### config.mk
export PLATFORM = sky130hd
export DESIGN_NAME = rca_accum
export DESIGN_NICKNAME = d
export VERILOG_FILES = /design/src/rtl/rca_accum.sv
export SDC_FILE = /design/constraint.sdc
export NUM_CORES = 1
export LEC_CHECK = 0
export CAP_MARGIN = 10
export CORE_ASPECT_RATIO = 1.1
export CORE_MARGIN = 5
export CORE_UTILIZATION = 30
export DETAILED_ROUTE_END_ITERATION = 8
export SKIP_CTS_REPAIR_TIMING = 1
export SYNTH_ARGS = -nofsm -noshare
export SYNTH_HDL_FRONTEND = slang
export SYNTH_SLANG_ARGS = --single-unit
### constraint.sdc
create_clock -name clk -period 7.5 [get_ports clk]
set_input_delay 1.5 -clock clk [delete_from_list [all_inputs] [get_ports clk]]
set_output_delay 1.5 -clock clk [all_outputs]
set_load 0.005 [all_outputs]
### src/rtl/rca_accum.sv
// rca_accum: handshaked ripple-carry accumulator that sums len operands and counts carry-outs
module rca_accum #(
    parameter int N     = 8,
    parameter int CNT_W = 4
) (
    input  logic             clk,
    input  logic             rst_n,
    input  logic             start,
    input  logic [CNT_W-1:0] len,
    input  logic             in_valid,
    output logic             in_ready,
    input  logic [N-1:0]     in_data,
    output logic             out_valid,
    input  logic             out_ready,
    output logic [N-1:0]     out_sum,
    output logic [CNT_W-1:0] out_carry_cnt,
    output logic             out_ovf,
    output logic             busy
);
    typedef enum logic [1:0] {IDLE, ACCUM, DONE} state_t;
    state_t           state_q, state_d;
    logic [N-1:0]     acc_q, acc_d, sum;
    logic [CNT_W-1:0] carry_cnt_q, carry_cnt_d, remaining_q, remaining_d;
    logic [N:0]       c;
    always_comb begin
        c[0] = 1'b0;
        for (int i = 0; i < N; i++) begin
            sum[i]   = acc_q[i] ^ in_data[i] ^ c[i];
            c[i+1]   = (acc_q[i] & in_data[i]) | (c[i] & (acc_q[i] ^ in_data[i]));
        end
    end
    always_comb begin
        state_d     = state_q;
        acc_d       = acc_q;
        carry_cnt_d = carry_cnt_q;
        remaining_d = remaining_q;
        case (state_q)
            IDLE: if (start) begin
                acc_d       = '0;
                carry_cnt_d = '0;
                remaining_d = len;
                state_d     = (len == '0) ? DONE : ACCUM;
            end
            ACCUM: if (in_valid) begin
                acc_d       = sum;
                carry_cnt_d = carry_cnt_q + CNT_W'(c[N]);
                remaining_d = remaining_q - CNT_W'(1);
                state_d     = (remaining_q == CNT_W'(1)) ? DONE : ACCUM;
            end
            DONE: state_d = out_ready ? IDLE : DONE;
            default: state_d = IDLE;
        endcase
    end
    always_ff @(posedge clk or negedge rst_n) begin
        if (!rst_n) begin
            state_q     <= IDLE;
            acc_q       <= '0;
            carry_cnt_q <= '0;
            remaining_q <= '0;
        end else begin
            state_q     <= state_d;
            acc_q       <= acc_d;
            carry_cnt_q <= carry_cnt_d;
            remaining_q <= remaining_d;
        end
    end
    assign in_ready      = (state_q == ACCUM);
    assign out_valid     = (state_q == DONE);
    assign busy          = (state_q != IDLE);
    assign out_sum       = acc_q;
    assign out_carry_cnt = carry_cnt_q;
    assign out_ovf       = |carry_cnt_q;
endmodule

==> results of run 1 <==
## worst max-delay path by stage
stage	from	end	slack, ns	depth (start not counted)
final	in_data[0]	out_carry_cnt[2]	2.48	16
after global routing	in_data[0]	out_carry_cnt[2]	2.27	16
after CTS	in_data[0]	out_carry_cnt[2]	2.49	16
after detailed placement	in_data[0]	out_carry_cnt[2]	2.24	16
after global placement	in_data[0]	out_carry_cnt[2]	2.27	16
after floorplan	in_data[0]	out_carry_cnt[2]	2.93	15
## cells in the mapped netlist, types with 2 or more instances
master | number | area (um^2)
dfrtp_1 | 18 | 450.4
inv_1 | 13 | 48.80
o21ai_0 | 10 | 50.05
nand2_1 | 8 | 30.03
fa_1 | 7 | 140.1
o31ai_1 | 6 | 45.04
ha_1 | 5 | 62.56
o41ai_1 | 4 | 35.03
buf_2 | 3 | 15.01
clkbuf_1 | 3 | 11.26
nor2_1 | 3 | 11.26
nor3b_1 | 3 | 22.52
or4_1 | 3 | 22.52
a211oi_1 | 2 | 15.01
a21oi_1 | 2 | 10.01
a22o_1 | 2 | 17.52
a2bb2oi_1 | 2 | 17.52
mux2_2 | 2 | 22.52
mux2i_1 | 2 | 20.02
or3_1 | 2 | 12.51
## per-stage QoR
step           std cells  setup WS, ns  cell area [um^2]  utilization [%]
3_5_place_dp         193         2.244              1535            39.33
2_1_floorplan        116         2.926              1187                -
4_1_cts              197         2.494              1590            40.74
5_1_grt              198         2.275              1602            41.03
3_3_place_gp         193         2.272              1535            39.33
6_report             198         2.483              1602            41.03
## routing by layer
metal	routed length, um	track usage, %	up-vias
li1	-	-	476
met1	1244	13.48	480
met2	1464	18.15	17
met3	114	3.034	4
met4	34	4.406	0
met5	0	0	-
## logic make-up after synthesis
group / count (synthesis) / synth area share [%]
flip-flops: 18 / 37.93
buffers and inverters: 22 / 8.219
AND/OR/NAND/NOR: 27 / 13.49
adder cells (fa/ha/maj): 12 / 17.07
AO/OA/AOI/OAI: 32 / 18.55
multiplexers: 5 / 4.741
## cell type report
class | count | area, um^2
repair buffers | 34 | 339.1
well taps | 52 | 65.06
flip-flops and latches | 18 | 450.4
clock buffers | 4 | 55.05
multi-input cells | 76 | 639.4
fillers | 403 | 2302
inverters | 14 | 52.55
## placed cells by master, fill, tap and decap left out, types with 4 or more instances in the layout
master / count
inv_1: 13
ha_1: 5
nand2_1: 8
o41ai_1: 4
dfrtp_1: 18
clkbuf_8: 4
fa_1: 7
o21ai_0: 10
o31ai_1: 6
clkdlybuf4s50_1: 32
## power breakdown
group / switching (mW) / internal [mW] / total (mW) / leakage [nW]
clock: 0.0337 / 0.0466 / 0.0804 / 0.0288
combinational: 0.139 / 0.172 / 0.311 / 0.434
sequential: 0.0475 / 0.142 / 0.190 / 0.221
## registers in the layout (all words and copies together), names as in the netlist
register / flops
remaining_q: 4
out_sum: 8
out_carry_cnt: 4
state_q: 2
## worst max-delay path, cell delays in order
cell,delay [ns]
clkdlybuf4s50_1,0.47
ha_1,0.15
inv_1,0.05
fa_1,0.37
fa_1,0.39
fa_1,0.39
fa_1,0.37
inv_1,0.08
fa_1,0.19
fa_1,0.21
fa_1,0.18
ha_1,0.17
ha_1,0.14
nand2_1,0.05
mux2_2,0.27
a22o_1,0.18
==> impl_metrics.xml, run 1 <==
<?xml version="1.0" encoding="UTF-8"?>
<metrics>
  <group name="status">
    <metric name="result_of_the_run" unit="">complete, no violations</metric>
  </group>
  <group name="sta">
    <metric name="final_period_minus_worst_setup_slack" unit="ns">5.017</metric>
    <metric name="fin_worst_skew" unit="ns">0.003166</metric>
    <metric name="tightestPinTransition" unit="ns">0.8688</metric>
    <metric name="max_fclk" unit="MHz">199.3</metric>
    <metric name="layout_worst_path_cycle_share" unit="%">66.90</metric>
    <metric name="rsz0062_at_grt" unit="">false</metric>
    <metric name="hold_viol_final" unit="">0</metric>
    <metric name="drv_slew" unit="">0</metric>
    <metric name="tightest_slew_margin_relative_to_the_limit" unit="%">41.90</metric>
    <metric name="setup_viol" unit="">0</metric>
    <metric name="finalHoldWorstSlack" unit="ns">0.5449</metric>
    <metric name="totalNegativeSetupSlack" unit="ns">0</metric>
  </group>
  <group name="setup_path">
    <metric name="timing.reg2reg.setup_slack" unit="ns">3.80</metric>
    <metric name="path_max_fanout" unit="">2</metric>
    <metric name="worstSetupStartpointType" unit="">primary input</metric>
    <metric name="launch_instance_of_the_worst_register_to_register_path" unit="">out_sum[0]</metric>
    <metric name="worst_ep_arrival_time" unit="ns">5.16</metric>
    <metric name="critPathCaptureType" unit="">register</metric>
    <metric name="worst-setup-path-type" unit="">in2reg</metric>
    <metric name="reg2regPathDepth" unit="">15</metric>
    <metric name="worstReg2RegEnd" unit="">out_carry_cnt[2]</metric>
    <metric name="critical_path_required" unit="ns">7.65</metric>
  </group>
  <group name="detailed_routing">
    <metric name="detailedRoute.firstPassIterationCount" unit="">4</metric>
    <metric name="drt_first_iter_violations" unit="">46</metric>
    <metric name="drtAntennaViolNets" unit="">0</metric>
    <metric name="wire_length_per_cell_after_detailed_routing" unit="um">14.43</metric>
    <metric name="detail_route.wirelength" unit="um">2857</metric>
    <metric name="viasPerCell" unit="">4.934</metric>
    <metric name="via_count" unit="">977</metric>
    <metric name="route.detailed.drc" unit="">0</metric>
  </group>
  <group name="global_route">
    <metric name="grt_start_max_net_pins" unit="">38</metric>
    <metric name="overflow" unit="">0</metric>
    <metric name="first_pass_grt_wire_length" unit="um">4823</metric>
    <metric name="first_global_vias" unit="">1031</metric>
    <metric name="number_of_antenna_violations_at_the_first_check_in_global_routing" unit="">0</metric>
    <metric name="grt_usage" unit="%">11.00</metric>
  </group>
  <group name="min_path">
    <metric name="hold_path_stages" unit="">2</metric>
    <metric name="hold_path_startpoint" unit="">out_sum[3]</metric>
    <metric name="min_delay_worst_endpoint" unit="">out_sum[3]</metric>
    <metric name="hold_class" unit="">reg2reg</metric>
  </group>
  <group name="final_layout">
    <metric name="design.final.nets" unit="">176</metric>
    <metric name="n_antenna_cell" unit="">0</metric>
    <metric name="post_route_cells_drive_above_1_share" unit="%">7.534</metric>
    <metric name="area_growth" unit="%">34.88</metric>
  </group>
  <group name="synth">
    <metric name="syn-instance-count" unit="">116</metric>
    <metric name="synth.yosys.seq_area_share" unit="%">37.93</metric>
    <metric name="netlist-cell-type-count" unit="">36</metric>
    <metric name="syn-mean-instance-area" unit="um^2">10.24</metric>
    <metric name="post_synth_instance_area" unit="um^2">1187</metric>
    <metric name="ys.warnings.count" unit="">0</metric>
    <metric name="ys_seq_elements" unit="">18</metric>
    <metric name="number_of_flops_mapped_to_enable_cells_by_yosys" unit="">0</metric>
    <metric name="synth_async_sr_flop_share" unit="%">100.0</metric>
    <metric name="synthesized_net_count" unit="">145</metric>
    <metric name="synth_ff_type" unit="">dfrtp_1</metric>
  </group>
  <group name="pwr">
    <metric name="post-layout-total-power" unit="mW">0.5814</metric>
    <metric name="power.density_cell_area" unit="nW/um^2">363.0</metric>
    <metric name="total_leakage_power" unit="nW">0.6832</metric>
    <metric name="ir_worst_vdd" unit="mV">0.1403</metric>
  </group>
  <group name="floorplanning">
    <metric name="die_height" unit="um">75.98</metric>
    <metric name="placeableCoreArea" unit="um^2">3904</metric>
    <metric name="std_cell_rows" unit="">24</metric>
    <metric name="i_o_pins" unit="">33</metric>
    <metric name="initial_standard_cell_utilization_of_the_core" unit="%">30.42</metric>
    <metric name="die_area" unit="um^2">5317</metric>
    <metric name="floorplan.die.width" unit="um">69.99</metric>
  </group>
  <group name="clock_tree">
    <metric name="cts_tree" unit="">yes</metric>
    <metric name="clkTransAtPathRegs" unit="ns">0.07</metric>
    <metric name="htree_levels" unit="">1</metric>
    <metric name="cts_num_sinks" unit="">18</metric>
    <metric name="clock_path_buffers" unit="">2</metric>
    <metric name="clock_latency" unit="ns">0.25</metric>
    <metric name="cts-buffers-inserted" unit="">3</metric>
    <metric name="cts_root_buf" unit="">clkbuf_8</metric>
  </group>
  <group name="placed_design">
    <metric name="place.detailed.hpwl" unit="um">2092</metric>
    <metric name="numPortBuffers" unit="">32</metric>
    <metric name="globalplace.congestion" unit="">0.8170</metric>
  </group>
  <group name="flow_run">
    <metric name="drv.max_cap_violation_count" unit="">0</metric>
  </group>
</metrics>
No activity file was read; power rests on OpenSTA's default activity.
==> run 2: changes to the inputs <==
==> constraint.sdc (replaced) <==
create_clock -name clk -period 4.7 [get_ports clk]
set_input_delay 0.94 -clock clk [delete_from_list [all_inputs] [get_ports clk]]
set_output_delay 0.94 -clock clk [all_outputs]
set_load 0.005 [all_outputs]
==> impl_metrics.xml, run 2 (synthesized netlist as in run 1, its figures left out) <==
<?xml version="1.0" encoding="UTF-8"?>
<metrics>
  <group name="status">
    <metric name="result_of_the_run" unit="">complete, no violations</metric>
  </group>
  <group name="sta">
    <metric name="totalNegativeSetupSlack" unit="ns">0</metric>
    <metric name="finalHoldWorstSlack" unit="ns">0.5488</metric>
    <metric name="tightest_slew_margin_relative_to_the_limit" unit="%">43.67</metric>
    <metric name="layout_worst_path_cycle_share" unit="%">94.29</metric>
    <metric name="tightestPinTransition" unit="ns">0.8423</metric>
    <metric name="drv_slew" unit="">0</metric>
    <metric name="max_fclk" unit="MHz">225.7</metric>
    <metric name="fin_worst_skew" unit="ns">0.003555</metric>
    <metric name="final_period_minus_worst_setup_slack" unit="ns">4.432</metric>
    <metric name="hold_viol_final" unit="">0</metric>
    <metric name="setup_viol" unit="">0</metric>
    <metric name="rsz0062_at_grt" unit="">false</metric>
  </group>
  <group name="detailed_routing">
    <metric name="viasPerCell" unit="">4.888</metric>
    <metric name="drt_first_iter_violations" unit="">21</metric>
    <metric name="wire_length_per_cell_after_detailed_routing" unit="um">14.02</metric>
    <metric name="detail_route.wirelength" unit="um">2761</metric>
    <metric name="detailedRoute.firstPassIterationCount" unit="">4</metric>
    <metric name="drtAntennaViolNets" unit="">0</metric>
    <metric name="route.detailed.drc" unit="">0</metric>
    <metric name="via_count" unit="">963</metric>
  </group>
  <group name="flow_run">
    <metric name="drv.max_cap_violation_count" unit="">0</metric>
  </group>
  <group name="clock_tree">
    <metric name="cts_root_buf" unit="">clkbuf_8</metric>
    <metric name="clkTransAtPathRegs" unit="ns">0.07</metric>
    <metric name="cts-buffers-inserted" unit="">3</metric>
    <metric name="htree_levels" unit="">1</metric>
    <metric name="cts_num_sinks" unit="">18</metric>
    <metric name="clock_latency" unit="ns">0.25</metric>
    <metric name="clock_path_buffers" unit="">2</metric>
    <metric name="cts_tree" unit="">yes</metric>
  </group>
  <group name="setup_path">
    <metric name="critPathCaptureType" unit="">register</metric>
    <metric name="startpoint" unit="">in_data[0]</metric>
    <metric name="timing.reg2reg.setup_slack" unit="ns">1.04</metric>
    <metric name="critPathMaxStageDelay" unit="ns">0.46</metric>
    <metric name="crit_path_frequent_cell" unit="">fa_1</metric>
    <metric name="crit_chain" unit="">clkdlybuf4s50_1 -&gt; ha_1 -&gt; inv_1 -&gt; fa_1 -&gt; fa_1 -&gt; fa_1 -&gt; fa_1 -&gt; inv_1 -&gt; fa_1 -&gt; fa_1 -&gt; fa_1 -&gt; ha_1 -&gt; ha_1 -&gt; nand2_1 -&gt; mux2_2 -&gt; a22o_1</metric>
    <metric name="critical_path_required" unit="ns">4.84</metric>
    <metric name="crit_path_end" unit="">out_carry_cnt[2]</metric>
    <metric name="worst-setup-path-type" unit="">in2reg</metric>
    <metric name="launch_instance_of_the_worst_register_to_register_path" unit="">out_sum[0]</metric>
    <metric name="reg2regPathDepth" unit="">15</metric>
    <metric name="worstSetupStartpointType" unit="">primary input</metric>
    <metric name="path_max_fanout" unit="">2</metric>
    <metric name="slowest_library_cell_on_the_worst_path" unit="">clkdlybuf4s50_1</metric>
    <metric name="worstReg2RegEnd" unit="">out_carry_cnt[2]</metric>
    <metric name="worst_ep_arrival_time" unit="ns">4.57</metric>
  </group>
  <group name="floorplanning">
    <metric name="placeableCoreArea" unit="um^2">3904</metric>
    <metric name="std_cell_rows" unit="">24</metric>
    <metric name="die_area" unit="um^2">5317</metric>
    <metric name="initial_standard_cell_utilization_of_the_core" unit="%">30.42</metric>
    <metric name="floorplan.die.width" unit="um">69.99</metric>
    <metric name="i_o_pins" unit="">33</metric>
    <metric name="die_height" unit="um">75.98</metric>
  </group>
  <group name="placed_design">
    <metric name="place.detailed.hpwl" unit="um">2029</metric>
    <metric name="globalplace.congestion" unit="">0.8046</metric>
    <metric name="numPortBuffers" unit="">32</metric>
  </group>
  <group name="global_route">
    <metric name="grt_usage" unit="%">10.75</metric>
    <metric name="first_global_vias" unit="">1047</metric>
    <metric name="globalRouteMet3Util" unit="%">2.375</metric>
    <metric name="grt_start_max_net_pins" unit="">38</metric>
    <metric name="met2_usage" unit="%">17.96</metric>
    <metric name="gr-usage-met1" unit="%">13.66</metric>
    <metric name="first_pass_grt_wire_length" unit="um">4816</metric>
    <metric name="overflow" unit="">0</metric>
    <metric name="grt-busiest-layer" unit="">met2</metric>
    <metric name="number_of_antenna_violations_at_the_first_check_in_global_routing" unit="">0</metric>
  </group>
  <group name="pwr">
    <metric name="power_switching_share" unit="%">38.15</metric>
    <metric name="power_frac_seq" unit="%">33.7</metric>
    <metric name="p_switching" unit="mW">0.3444</metric>
    <metric name="cell_internal_pwr" unit="mW">0.5582</metric>
    <metric name="comb_power_share" unit="%">54.5</metric>
    <metric name="power.share.clock" unit="%">11.8</metric>
    <metric name="total_leakage_power" unit="nW">0.6748</metric>
    <metric name="ir_worst_vdd" unit="mV">0.2059</metric>
    <metric name="power.density_cell_area" unit="nW/um^2">569.8</metric>
  </group>
  <group name="final_layout">
    <metric name="design.final.nets" unit="">176</metric>
    <metric name="seqCellArea" unit="um^2">450.4</metric>
    <metric name="filler_cell_count" unit="">406</metric>
    <metric name="number_of_flip_flops_under_the_largest_register_name" unit="">8</metric>
    <metric name="layout.cells.most_common_list" unit="">clkdlybuf4s50_1, dfrtp_1, inv_1, o21ai_0, nand2_1</metric>
    <metric name="n_antenna_cell" unit="">0</metric>
    <metric name="layout.cells.most_common" unit="">clkdlybuf4s50_1</metric>
    <metric name="post_route_cells_drive_above_1_share" unit="%">6.897</metric>
    <metric name="multi_input_comb_area" unit="um^2">639.4</metric>
    <metric name="area_growth" unit="%">33.40</metric>
  </group>
  <group name="min_path">
    <metric name="hold_class" unit="">reg2reg</metric>
    <metric name="hold_path_stages" unit="">2</metric>
  </group>
</metrics>
## run 2: critical path, delay by kind of cell
family	cells	cell delay [ns]
buf+inv	3	0.59
mux	1	0.27
compound gates	1	0.17
fa+ha+maj	10	2.55
simple gates	1	0.05
## run 2: stage by stage
| step | setup slack, ns | power [mW] | instance area (um^2) | utilization [%] | std cells |
|---|---|---|---|---|---|
| floorplan | 0.6864 | 0.5905 | 1187 | - | 116 |
| global placement | 0.04121 | 0.7915 | 1543 | 39.52 | 194 |
| detailed placement | 0.003625 | 0.8084 | 1543 | 39.52 | 194 |
| CTS | 0.2505 | 0.9172 | 1584 | 40.58 | 197 |
| global route | 0.01310 | 0.9965 | 1584 | 40.58 | 197 |
| finish | 0.2685 | 0.9025 | 1584 | 40.58 | 197 |
## run 2: final cells by class
| type | instances | area share, % |
|---|---|---|
| clock buffer | 3 | 2.607 |
| multi-input combinational | 76 | 40.36 |
| tap | 52 | 4.107 |
| sequential | 18 | 28.44 |
| inverter | 14 | 3.318 |
| timing repair buffer | 34 | 21.17 |
## run 2: worst min-delay path by stage
| stage | from | end | slack (ns) |
|---|---|---|---|
| after global placement | out_sum[4] | out_sum[4] | 0.52 |
| after CTS | out_sum[4] | out_sum[4] | 0.55 |
| after floorplan | out_sum[1] | out_sum[1] | 0.52 |
| after global routing | out_sum[1] | out_sum[1] | 0.60 |
| after detailed placement | out_sum[4] | out_sum[4] | 0.53 |
| final | out_sum[4] | out_sum[4] | 0.55 |
## run 2: routing by layer
metal	up-vias	share of wire, %
met1	475	46
li1	473	-
met5	-	0
met4	0	0.51
met2	13	50
met3	2	3.0
## run 2: power groups by stage
stage	Clock (mW)	Sequential [mW]	Combinational (mW)
floorplan	0	0.283	0.308
global placement	0	0.303	0.488
detailed placement	0	0.307	0.501
CTS	0.110	0.304	0.503
global route	0.115	0.317	0.565
finish	0.107	0.304	0.492
